### src/rtl/router_port_feeder.sv
// Per-port byte FIFO feeding one router input through a request/ready handshake.
// Optional head-byte drop on stalled request is built when FEEDER_TIMEOUT_EN is defined.
module router_port_feeder #(
  parameter int unsigned DEPTH   = 8,
  parameter int unsigned TIMEOUT = 255
) (
  input  logic                     clk,
  input  logic                     rst,
  input  logic                     wr_en,
  input  logic [7:0]               wr_data,
  output logic                     full,
  output logic                     empty,
  output logic [$clog2(DEPTH):0]   count,
  output logic                     overflow,
  output logic                     request,
  output logic [7:0]               inData,
  input  logic                     ready,
  output logic                     timeout_err
);

  localparam int unsigned AW = $clog2(DEPTH);
  localparam int unsigned PW = AW + 1;
  localparam logic [15:0] TIMEOUT_CNT = 16'(TIMEOUT);

  typedef enum logic [1:0] {ST_IDLE, ST_REQ, ST_RELEASE} state_e;

  state_e         state_q, state_d;
  logic [PW-1:0]  wr_ptr_q, wr_ptr_d;
  logic [PW-1:0]  rd_ptr_q, rd_ptr_d;
  logic [7:0]     mem_q [DEPTH];
  logic           request_q, request_d;
  logic [7:0]     in_data_q, in_data_d;
  logic           overflow_q, overflow_d;
  logic           timeout_err_q, timeout_err_d;
  logic           full_c, empty_c, push_c, pop_c, timeout_hit_c;
  logic [15:0]    wait_q, wait_d;

  // Extra wrap bit distinguishes full from empty when the indices match.
  assign full_c  = (wr_ptr_q[AW] != rd_ptr_q[AW]) &&
                   (wr_ptr_q[AW-1:0] == rd_ptr_q[AW-1:0]);
  assign empty_c = (wr_ptr_q == rd_ptr_q);
  assign push_c  = wr_en && !full_c;

  always_comb begin
    wr_ptr_d   = wr_ptr_q + PW'(push_c);
    rd_ptr_d   = rd_ptr_q + PW'(pop_c);
    overflow_d = wr_en && full_c;
  end

  // Next-state logic; pop happens only from REQ, which implies a valid head.
  always_comb begin
    state_d       = state_q;
    wait_d        = wait_q;
    pop_c         = 1'b0;
    timeout_hit_c = 1'b0;
    case (state_q)
      ST_IDLE: begin
        if (!empty_c) begin
          state_d = ST_REQ;
          wait_d  = 16'd0;
        end
      end
      ST_REQ: begin
        if (ready) begin
          pop_c   = 1'b1;
          state_d = ST_RELEASE;
        end else begin
`ifdef FEEDER_TIMEOUT_EN
          if (wait_q + 16'd1 == TIMEOUT_CNT) begin
            pop_c         = 1'b1;
            timeout_hit_c = 1'b1;
            state_d       = ST_IDLE;
          end else begin
            wait_d = wait_q + 16'd1;
          end
`endif
        end
      end
      ST_RELEASE: begin
        if (!ready) state_d = ST_IDLE;
      end
      default: state_d = ST_IDLE;
    endcase
  end

  // Output logic: inData loads only on the IDLE->REQ transition.
  always_comb begin
    request_d     = (state_d == ST_REQ);
    in_data_d     = in_data_q;
    timeout_err_d = timeout_hit_c;
    if (state_q == ST_IDLE && state_d == ST_REQ) in_data_d = mem_q[rd_ptr_q[AW-1:0]];
  end

  always_ff @(posedge clk or negedge rst) begin
    if (!rst) begin
      state_q       <= ST_IDLE;
      wr_ptr_q      <= '0;
      rd_ptr_q      <= '0;
      request_q     <= 1'b0;
      in_data_q     <= 8'h00;
      overflow_q    <= 1'b0;
      timeout_err_q <= 1'b0;
    end else begin
      state_q       <= state_d;
      wr_ptr_q      <= wr_ptr_d;
      rd_ptr_q      <= rd_ptr_d;
      request_q     <= request_d;
      in_data_q     <= in_data_d;
      overflow_q    <= overflow_d;
      timeout_err_q <= timeout_err_d;
    end
  end

`ifdef FEEDER_TIMEOUT_EN
  always_ff @(posedge clk or negedge rst) begin
    if (!rst) wait_q <= 16'd0;
    else      wait_q <= wait_d;
  end
`else
  // Without the drop path there is no wait counter and TIMEOUT is irrelevant.
  logic unused_timeout_c;
  assign wait_q           = 16'd0;
  assign unused_timeout_c = ^{TIMEOUT_CNT, wait_d};
`endif

  // Storage needs no reset; entries are only read after being written.
  always_ff @(posedge clk) begin
    if (push_c) mem_q[wr_ptr_q[AW-1:0]] <= wr_data;
  end

  assign full        = full_c;
  assign empty       = empty_c;
  assign count       = wr_ptr_q - rd_ptr_q;
  assign overflow    = overflow_q;
  assign request     = request_q;
  assign inData      = in_data_q;
  assign timeout_err = timeout_err_q;

endmodule

### config.mk
export PLATFORM = sky130hd
export DESIGN_NAME = router_port_feeder
export DESIGN_NICKNAME = d
export VERILOG_FILES = /design/src/rtl/router_port_feeder.sv
export SDC_FILE = /design/constraint.sdc
export NUM_CORES = 1
export LEC_CHECK = 0
export CAP_MARGIN = 20
export CORE_MARGIN = 2
export CORE_UTILIZATION = 35
export CTS_CLUSTER_DIAMETER = 40
export DETAILED_ROUTE_END_ITERATION = 8
export HOLD_SLACK_MARGIN = 0.06
export PLACE_DENSITY = 0.63
export RECOVER_POWER = 100
export SLEW_MARGIN = 20
export SYNTH_ARGS = -nofsm -noshare
export SYNTH_HDL_FRONTEND = slang
export SYNTH_SLANG_ARGS = --single-unit
### constraint.sdc
create_clock -name clk -period 2.8 [get_ports clk]
set_input_delay 0.56 -clock clk [delete_from_list [all_inputs] [get_ports clk]]
set_output_delay 0.56 -clock clk [all_outputs]
set_load 0.05 [all_outputs]
[Word level (Yosys, flattened, before mapping)]
Memory sizes are Yosys's and may differ from the RTL's. A register that Yosys moved wholly into a read port is not among the register bits.
Cells that the tools add are included.
Word-level totals
  RAM bits: 64
  register bits after elaboration: 12
  input port bits: 12
  memories: 1
Cells by class
  eq/ne operators: 6
  add/subtract/negate cells: 3
  muxes and demuxes: 8
  reductions and logical operators: 7
Memories
  mem_q: depth 8, width 8, read ports 1, clocked after memory_dff 1, write ports 1, RTL line 30  | logic [7:0] mem_q [DEPTH];
Operators with widths (number)
  $add 4x1->4: 2
  $mux 2: 3
  $pmux 2 s3: 1
  $eq 2x1->1 const B: 2
  $eq 4x4->1: 1
  $logic_and 1x1->1: 4
  $mux 1: 4
  $sub 4x4->4: 1
  $eq 3x3->1: 1
  $eq 2x2->1 const B: 1
  $logic_not 1->1: 2
  $logic_not 2->1: 1
  $ne 1x1->1: 1

[Depth between registers and ports, before layout]
Gate-level depths: netlist of run 1.
  word-level depth: 6
  depth in mapped cells: 10
  mapped depth without buffers: 8

[Worst setup path after synthesis of run 1]
Ideal clock, no wire load.
  path kind: reg-to-reg
  start point: register rd_ptr_q[2]
  end point: memory mem_q[1][0], enable pin
  buffers on the path: 2
  stages on the path, launching flop included: 9
  slack: 170 ps
  data arrival time: 2247 ps
  period minus slack after synthesis: 2630 ps
  cell sequence: dfrtp_1 -> buf_2 -> buf_2 -> inv_1 -> ha_1 -> nand3_1 -> nor2b_4 -> nand3b_1 -> nor3_1
Between the ends
  word-level cells in the longest chain between the ends: 6
Ends and longest elaborated chain
  from (decl): RTL line 29  | logic [PW-1:0] rd_ptr_q, rd_ptr_d;
  from (signal assigned): RTL line 106  | rd_ptr_q <= rd_ptr_d;
  $eq 3x3->1: RTL line 40  | (wr_ptr_q[AW-1:0] == rd_ptr_q[AW-1:0]);
  $logic_and 1x1->1: RTL line 39  | assign full_c = (wr_ptr_q[AW] != rd_ptr_q[AW]) &&
  named net full: RTL line 11  | output logic full,
  $logic_not 1->1: RTL line 42  | assign push_c = wr_en && !full_c;
  $logic_and 1x1->1: RTL line 42
  $mux 1: RTL line 128  | if (push_c) mem_q[wr_ptr_q[AW-1:0]] <= wr_data;
  $mux 1 (implied by the code): RTL line 128
  to (decl): RTL line 30
The timed path passes the listed nets, and every way through them passes these cells.

[Worst setup path after layout of run 1]
  start point: register wr_ptr_q[0]
  end point: output count[2]
Between the ends
  word-level cells in the longest chain between the ends: 1
Ends and longest elaborated chain
  from (decl): RTL line 28  | logic [PW-1:0] wr_ptr_q, wr_ptr_d;
  from (signal assigned): RTL line 105  | wr_ptr_q <= wr_ptr_d;
  $sub 4x4->4: RTL line 133  | assign count = wr_ptr_q - rd_ptr_q;
  to (decl): RTL line 13  | output logic [$clog2(DEPTH):0] count,
No other way between the ends.

==> results of run 1 <==
==> metrics by stage <==
| step | utilization [%] | total power, W | instances | hold slack (ps) | area [sq um] |
|---|---|---|---|---|---|
| 4_1_cts | 43.2 | 0.00529 | 365 | 493 | 4150 |
| 3_3_place_gp | 41.0 | 0.00434 | 349 | 467 | 3930 |
| 2_1_floorplan | - | 0.00346 | 185 | 264 | 3410 |
| 5_1_grt | 41.8 | 0.00509 | 365 | 505 | 4020 |
| 6_report | 41.8 | 0.00482 | 365 | 473 | 4020 |
| 3_5_place_dp | 41.0 | 0.00437 | 349 | 474 | 3930 |
==> layer usage <==
metal / global-route usage [%] / up-vias / part of all wire, %
li1: - / 788 / -
met1: 14.5 / 799 / 46
met2: 18.9 / 36 / 49
met3: 2.44 / 6 / 4.0
met4: 5.85 / 0 / 1.5
met5: 0 / - / 0
==> registers in the layout, indices dropped and copies added (netlist names) <==
register	cells
overflow	1
wr_ptr_q	4
state_q	2
mem_q	64
rd_ptr_q	4
inData	8
request	1
==> how the worst min path moves through the flow <==
stage	startpoint	to	slack, ps
2_1_floorplan	rst	inData[0]$_DFFE_PN0P_	260
3_3_place_gp	inData[1]$_DFFE_PN0P_	inData[1]$_DFFE_PN0P_	470
3_5_place_dp	inData[5]$_DFFE_PN0P_	inData[5]$_DFFE_PN0P_	470
4_1_cts	inData[5]$_DFFE_PN0P_	inData[5]$_DFFE_PN0P_	490
5_1_grt	inData[6]$_DFFE_PN0P_	inData[6]$_DFFE_PN0P_	510
6_report	inData[5]$_DFFE_PN0P_	inData[5]$_DFFE_PN0P_	470
==> cells in the final DEF, fill, tap and decap left out, types with 2 or more instances in the layout <==
cell           synthesis  layout
and2_1                 2       2
bufinv_16              0       2
nor2b_1                1       2
clkinvlp_4             0       2
o21ai_0                0       7
xor2_1                 4       4
buf_4                  2       3
nand2_1               10      10
clkbuf_1               1      14
inv_1                  7       7
dfrtp_1               20      20
mux4_1                 6       6
dlygate4sd3_1          0      20
xnor2_1                3       3
a211oi_1               2       2
o21ai_1                8       2
mux4_2                10      10
nand3_1                3       3
nor2_1                 8       8
clkbuf_8               0       9
ha_1                   7       7
nor3_1                 2       3
edfxtp_1              64      64
mux2i_1                8       8
==> worst min-delay path: cells and delay by family (launching register included) <==
kind               cells  cell delay [ps]
DFF                    1              340
AOI/OAI and AO/OA      1               60
and+or+nand+nor        1               40
==> where the power goes <==
| part | total (W) | internal, W | switching [W] |
|---|---|---|---|
| clock | 0.000921 | 0.000503 | 0.000419 |
| sequential | 0.00179 | 0.00164 | 0.000144 |
| combinational | 0.00212 | 0.000777 | 0.00134 |
==> kinds of logic (layout without fill, tap and decap cells) <==
| kind of cell | count (synthesis) | after routing | synth area share (%) |
|---|---|---|---|
| buf+inv | 15 | 62 | 2.68 |
| flops | 84 | 84 | 71.0 |
| compound gates | 13 | 13 | 2.24 |
| mux | 24 | 24 | 13.6 |
| xor+xnor | 8 | 8 | 2.27 |
| simple gates | 32 | 32 | 4.95 |
| fa+ha+maj | 8 | 8 | 3.15 |
| other cells | 1 | 1 | 0.110 |
==> final cells by class <==
class / count / area (sq um) / share of cell area (%)
multi-input cells: 86 / 878 / 21.9
clock buffers: 10 / 128 / 3.18
repair buffers: 39 / 307 / 7.63
well taps: 133 / 166 / 4.14
flip-flops and latches: 84 / 2420 / 60.3
inverters: 7 / 26.3 / 0.654
clock inverters: 6 / 87.6 / 2.18
==> insert_results.sql, run 1 <==
INSERT INTO impl_metrics (metric_group, metric, value, unit) VALUES
('clock_tree', 'cts_num_sinks', '84', ''),
('floorplanning', 'die_width', '103', 'um'),
('logic_synthesis', 'synth_top_cell_area_share', '56.3', '%'),
('global_routing', 'wire_length_of_the_first_global_routing_pass', '8.65', 'mm'),
('clock_tree', 'clk_transition_reported_paths', '80', 'ps'),
('timing', 'finalCritPeriodShare', '92.5', '%'),
('hold_path', 'worstHoldPathCells', '2', ''),
('drt', 'drtAntennaViolNets', '0', ''),
('critical_path', 'endpoint', 'count[2]', ''),
('clock_tree', 'cts_htree_levels', '3', ''),
('critical_path', 'cp_data_arrival_time', '2030', 'ps'),
('critical_path', 'critPathLaunch', 'wr_ptr_q[0]$_DFF_PN0_', ''),
('logic_synthesis', 'postSynth.topFlopCell', 'edfxtp_1', ''),
('global_routing', 'grt-ovfl-total', '0', ''),
('clock_tree', 'number_of_buffers_inserted_during_clock_tree_synthesis', '9', ''),
('logic_synthesis', 'synthTopCellsByArea', 'edfxtp_1 56%, dfrtp_1 15%, mux4_2 6.6%, mux4_1 4.6%, ha_1 2.6%', ''),
('clock_tree', 'cts_setup_buffers', '0', ''),
('flow_run', 'cap_viol_max_count', '0', ''),
('logic_synthesis', 'syn-instance-count', '185', ''),
('drt', 'drt_wl_cell', '15.5', 'um'),
('drt', 'num_vias', '1629', ''),
('global_routing', 'maximum_number_of_pins_on_one_net_before_global_route_repair', '21', ''),
('drt', 'routed_wire_length', '5.64', 'mm'),
('hold_path', 'worstHoldPathType', 'register to register', ''),
('global_routing', 'antenna_violations_before_repair', '0', ''),
('critical_path', 'rr_endpoint', 'mem_q[0][1]$_DFFE_PP_', ''),
('critical_path', 'start_kind', 'register', ''),
('power_and_ir_drop', 'ir_worst_vdd', '674', 'uV'),
('global_routing', 'grtUsageTotal', '11.5', '%'),
('cells_and_area', 'fillCellCount', '863', ''),
('timing', 'drv_slew', '0', ''),
('timing', 'slew-limit-headroom', '28.3', '%'),
('clock_tree', 'root_buffer', 'clkbuf_8', ''),
('critical_path', 'worst_path_largest_cell_delay', '480', 'ps'),
('critical_path', 'worstReg2RegStart', 'wr_ptr_q[2]$_DFF_PN0_', ''),
('run_status', 'outcome', 'complete, no violations', ''),
('timing', 'worst_pin_slew', '1080', 'ps'),
('cells_and_area', 'antenna_cells_inserted', '0', ''),
('placed_design', 'dpl_worst_slack', '626', 'ps'),
('cells_and_area', 'final_layout_size_suffix_gt1_share', '12.9', '%'),
('power_and_ir_drop', 'power_per_cell_area', '1200', 'nW/um^2'),
('critical_path', 'worst_path_dominant_cell_family', 'adder cells', ''),
('logic_synthesis', 'synth-edff-count', '64', ''),
('clock_tree', 'clk_latency', '340', 'ps'),
('timing', 'finalSetupViolations', '0', ''),
('drt', 'detail_route.drc_violations', '0', ''),
('logic_synthesis', 'synth-seq-area-share', '71.0', '%'),
('critical_path', 'path_max_fanout', '4', ''),
('cells_and_area', 'area_growth_syn_to_layout', '17.7', '%'),
('floorplanning', 'die_h', '103', 'um'),
('logic_synthesis', 'postSynth.asyncResetShare', '23.8', '%'),
('logic_synthesis', 'syn_area', '3410', 'sq um'),
('timing', 'grt_setup_unrepaired', 'no', ''),
('logic_synthesis', 'yosysTopAreaCell', 'edfxtp_1', ''),
('critical_path', 'critical-path-slowest-cell', 'clkbuf_1', ''),
('placed_design', 'place_hpwl', '3.78', 'mm'),
('cells_and_area', 'finish.net_count', '247', ''),
('floorplanning', 'row_count', '36', ''),
('critical_path', 'worstPathRequired', '2240', 'ps'),
('timing', 'period_minus_slack', '2590', 'ps'),
('timing', 'fmaxAchievable', '386', 'MHz'),
('critical_path', 'timing.setup.critical_path_class', 'register to primary output', ''),
('placed_design', 'total_of_buffers_placed_on_input_and_output_ports', '27', ''),
('floorplanning', 'design.core.area', '9590', 'sq um'),
('timing', 'final-hold-violation-count', '0', ''),
('drt', 'post_drt_via_cell_ratio', '4.46', ''),
('logic_synthesis', 'mapped_nets', '205', ''),
('logic_synthesis', 'synth.most_common_cell', 'edfxtp_1', ''),
('clock_tree', 'post_cts_hold_buffer_count', '0', ''),
('drt', 'drt_iter0_drc', '76', ''),
('critical_path', 'timing.reg2reg.setup_slack', '340', 'ps');
Note: power is estimated with default switching activity, not from simulation.
==> run 2: changes to the inputs <==
Settings changed: CORE_MARGIN 2 to 1, CTS_BUF_LIST from default to sky130_fd_sc_hd__clkbuf_8.
==> run 2 against run 1 <==
Net effect:
- total power is 4.3% lower
- die area fell by 3.9%
- flip-flop and latch count stayed put
- largest power group unchanged
- highest routed layer unchanged
==> insert_results.sql, run 2 (synthesis gave the netlist of run 1 again) <==
INSERT INTO impl_metrics (metric_group, metric, value, unit) VALUES
('drt', 'post_drt_via_cell_ratio', '4.57', ''),
('critical_path', 'cp_data_arrival_time', '2020', 'ps'),
('critical_path', 'worst_r2r_path_depth', '6', ''),
('floorplanning', 'row_count', '35', ''),
('global_routing', 'grt_pass1_vias', '1732', ''),
('timing', 'drv_slew', '0', ''),
('clock_tree', 'cts_setup_buffers', '0', ''),
('timing', 'period_minus_slack', '2580', 'ps'),
('clock_tree', 'clk_transition_reported_paths', '80', 'ps'),
('clock_tree', 'clk_latency', '350', 'ps'),
('floorplanning', 'die_width', '101', 'um'),
('placed_design', 'dpl_worst_slack', '628', 'ps'),
('cells_and_area', 'finish.net_count', '247', ''),
('hold_path', 'worstHoldPathType', 'register to register', ''),
('clock_tree', 'cts_htree_levels', '3', ''),
('clock_tree', 'postCtsResizedCells', '0', ''),
('power_and_ir_drop', 'ir_worst_vdd', '846', 'uV'),
('drt', 'routed_wire_length', '5.68', 'mm'),
('drt', 'detail_route.drc_violations', '0', ''),
('critical_path', 'critPathCaptureType', 'primary output', ''),
('cells_and_area', 'highest_count_cells_in_the_layout_ignoring_fill_and_taps', '64 x edfxtp_1, 20 x dfrtp_1, 20 x dlygate4sd3_1, 11 x clkbuf_1', ''),
('timing', 'finalSetupViolations', '0', ''),
('floorplanning', 'die_h', '101', 'um'),
('clock_tree', 'post_cts_hold_buffer_count', '0', ''),
('timing', 'final-hold-violation-count', '0', ''),
('hold_path', 'worstHoldPathCells', '2', ''),
('critical_path', 'worstPathRequired', '2240', 'ps'),
('clock_tree', 'cts_tree', 'done', ''),
('timing', 'fmaxAchievable', '387', 'MHz'),
('critical_path', 'path_max_fanout', '4', ''),
('critical_path', 'worst_path_largest_cell_delay', '440', 'ps'),
('hold_path', 'hold_path_startpoint', 'inData[4]$_DFFE_PN0P_', ''),
('drt', 'num_vias', '1650', ''),
('critical_path', 'critical-path-slowest-cell', 'dlymetal6s2s_1', ''),
('timing', 'finalCritPeriodShare', '92.2', '%'),
('timing', 'grt_setup_unrepaired', 'no', ''),
('placed_design', 'place_hpwl', '3.95', 'mm'),
('critical_path', 'worst_path_dominant_cell_family', 'adder cells', ''),
('floorplanning', 'design.core.area', '9330', 'sq um'),
('cells_and_area', 'finish.utilization', '42.6', '%'),
('global_routing', 'grt-ovfl-total', '0', ''),
('critical_path', 'start_kind', 'register', ''),
('timing', 'slew-limit-headroom', '27.6', '%'),
('drt', 'drt_iter0_drc', '48', ''),
('critical_path', 'timing.reg2reg.setup_slack', '280', 'ps'),
('global_routing', 'maximum_number_of_pins_on_one_net_before_global_route_repair', '21', ''),
('critical_path', 'rr_endpoint', 'mem_q[0][1]$_DFFE_PP_', ''),
('drt', 'drtAntennaViolNets', '0', ''),
('timing', 'worst_clock_skew', '8.59', 'ps'),
('clock_tree', 'number_of_buffers_inserted_during_clock_tree_synthesis', '9', ''),
('drt', 'drt_wl_cell', '15.7', 'um'),
('clock_tree', 'root_buffer', 'clkbuf_8', ''),
('cells_and_area', 'area_growth_syn_to_layout', '16.4', '%'),
('global_routing', 'wire_length_of_the_first_global_routing_pass', '9.19', 'mm'),
('placed_design', 'total_of_buffers_placed_on_input_and_output_ports', '27', ''),
('run_status', 'outcome', 'complete, no violations', ''),
('clock_tree', 'cts_num_sinks', '84', ''),
('cells_and_area', 'final_layout_size_suffix_gt1_share', '12.9', '%'),
('global_routing', 'antenna_violations_before_repair', '0', ''),
('cells_and_area', 'antenna_cells_inserted', '0', ''),
('global_routing', 'grtUsageTotal', '12.6', '%'),
('clock_tree', 'cts-root-to-sink-buffers', '2', ''),
('flow_run', 'cap_viol_max_count', '0', ''),
('floorplanning', 'initial_core_util', '36.6', '%'),
('cells_and_area', 'largest_register_ffs', '64', ''),
('floorplanning', 'die-area', '10100', 'sq um'),
('cells_and_area', 'layout.cells.most_common', 'edfxtp_1', ''),
('critical_path', 'worstReg2RegStart', 'wr_ptr_q[2]$_DFF_PN0_', ''),
('drt', 'firstDrtPassIters', '4', ''),
('critical_path', 'path_cells', 'inv_1 -> ha_1 -> fa_1 -> xnor2_1 -> dlymetal6s2s_1', ''),
('power_and_ir_drop', 'power_per_cell_area', '1160', 'nW/um^2'),
('floorplanning', 'ios', '29', ''),
('placed_design', 'gp_congestion', '0.672', ''),
('timing', 'tns', '0', 'ps'),
('power_and_ir_drop', 'total_leakage_power', '1.46', 'nW'),
('hold_path', 'hold_path_end', 'inData[4]$_DFFE_PN0P_', ''),
('critical_path', 'critical_path_buf_inv_count', '2', ''),
('timing', 'worst_pin_slew', '1090', 'ps'),
('critical_path', 'timing.setup.critical_path_class', 'register to primary output', ''),
('timing', 'final.setup.worst_slack', '218', 'ps');
run 2: report_power, final:
group          switching, W  internal (W)
clock              0.000436      0.000325
sequential         0.000140       0.00164
combinational       0.00133      0.000739
total               0.00191       0.00271
run 2: routing by layer:
| layer | part of all wire [%] | up-vias | track usage, % |
|---|---|---|---|
| li1 | - | 790 | - |
| met1 | 50 | 817 | 17.3 |
| met2 | 45 | 33 | 19.5 |
| met3 | 3.2 | 10 | 2.91 |
| met4 | 1.6 | 0 | 5.35 |
| met5 | 0 | - | 0 |
run 2: through the flow:
| step | hold slack [ps] | instance area [sq um] | std cells | power, W |
|---|---|---|---|---|
| floorplan | 264 | 3410 | 185 | 0.00346 |
| global placement | 469 | 3930 | 345 | 0.00433 |
| detailed placement | 474 | 3930 | 345 | 0.00437 |
| CTS | 494 | 4100 | 361 | 0.00513 |
| global route | 505 | 3970 | 361 | 0.00490 |
| finish | 477 | 3970 | 361 | 0.00462 |
run 2: layout make-up:
type	instances	area, sq um
fill	848	5360
sequential	84	2420
multi-input combinational	86	878
timing repair buffer	39	309
tap	129	161
clock buffer	9	124
clock inverter	7	50.0
inverter	7	26.3
run 2: worst max path at each step:
stage / startpoint / endpoint / slack (ps) / cells past startpoint
after CTS: wr_ptr_q[1]$_DFF_PN0_ / count[3] / 260 / 5
final: wr_ptr_q[0]$_DFF_PN0_ / count[2] / 220 / 5
after detailed placement: wr_ptr_q[2]$_DFF_PN0_ / mem_q[0][6]$_DFFE_PP_ / 630 / 6
after floorplan: rd_ptr_q[2]$_DFF_PN0_ / mem_q[1][0]$_DFFE_PP_ / 170 / 8
after global routing: wr_ptr_q[0]$_DFF_PN0_ / count[2] / 80 / 5
after global placement: wr_ptr_q[2]$_DFF_PN0_ / mem_q[0][6]$_DFFE_PP_ / 650 / 6
run 2: worst min-delay path, cell delays in order, from the launching register on:
cell	delay, ps
dfrtp_1	340
nand2_1	40
o21ai_0	60
==> run 3: changes to the inputs <==
Settings changed: HOLD_SLACK_MARGIN 0.06 to default.
==> results of run 3 <==
Same layout as run 2: the final DEF is identical, and so are final timing and power.
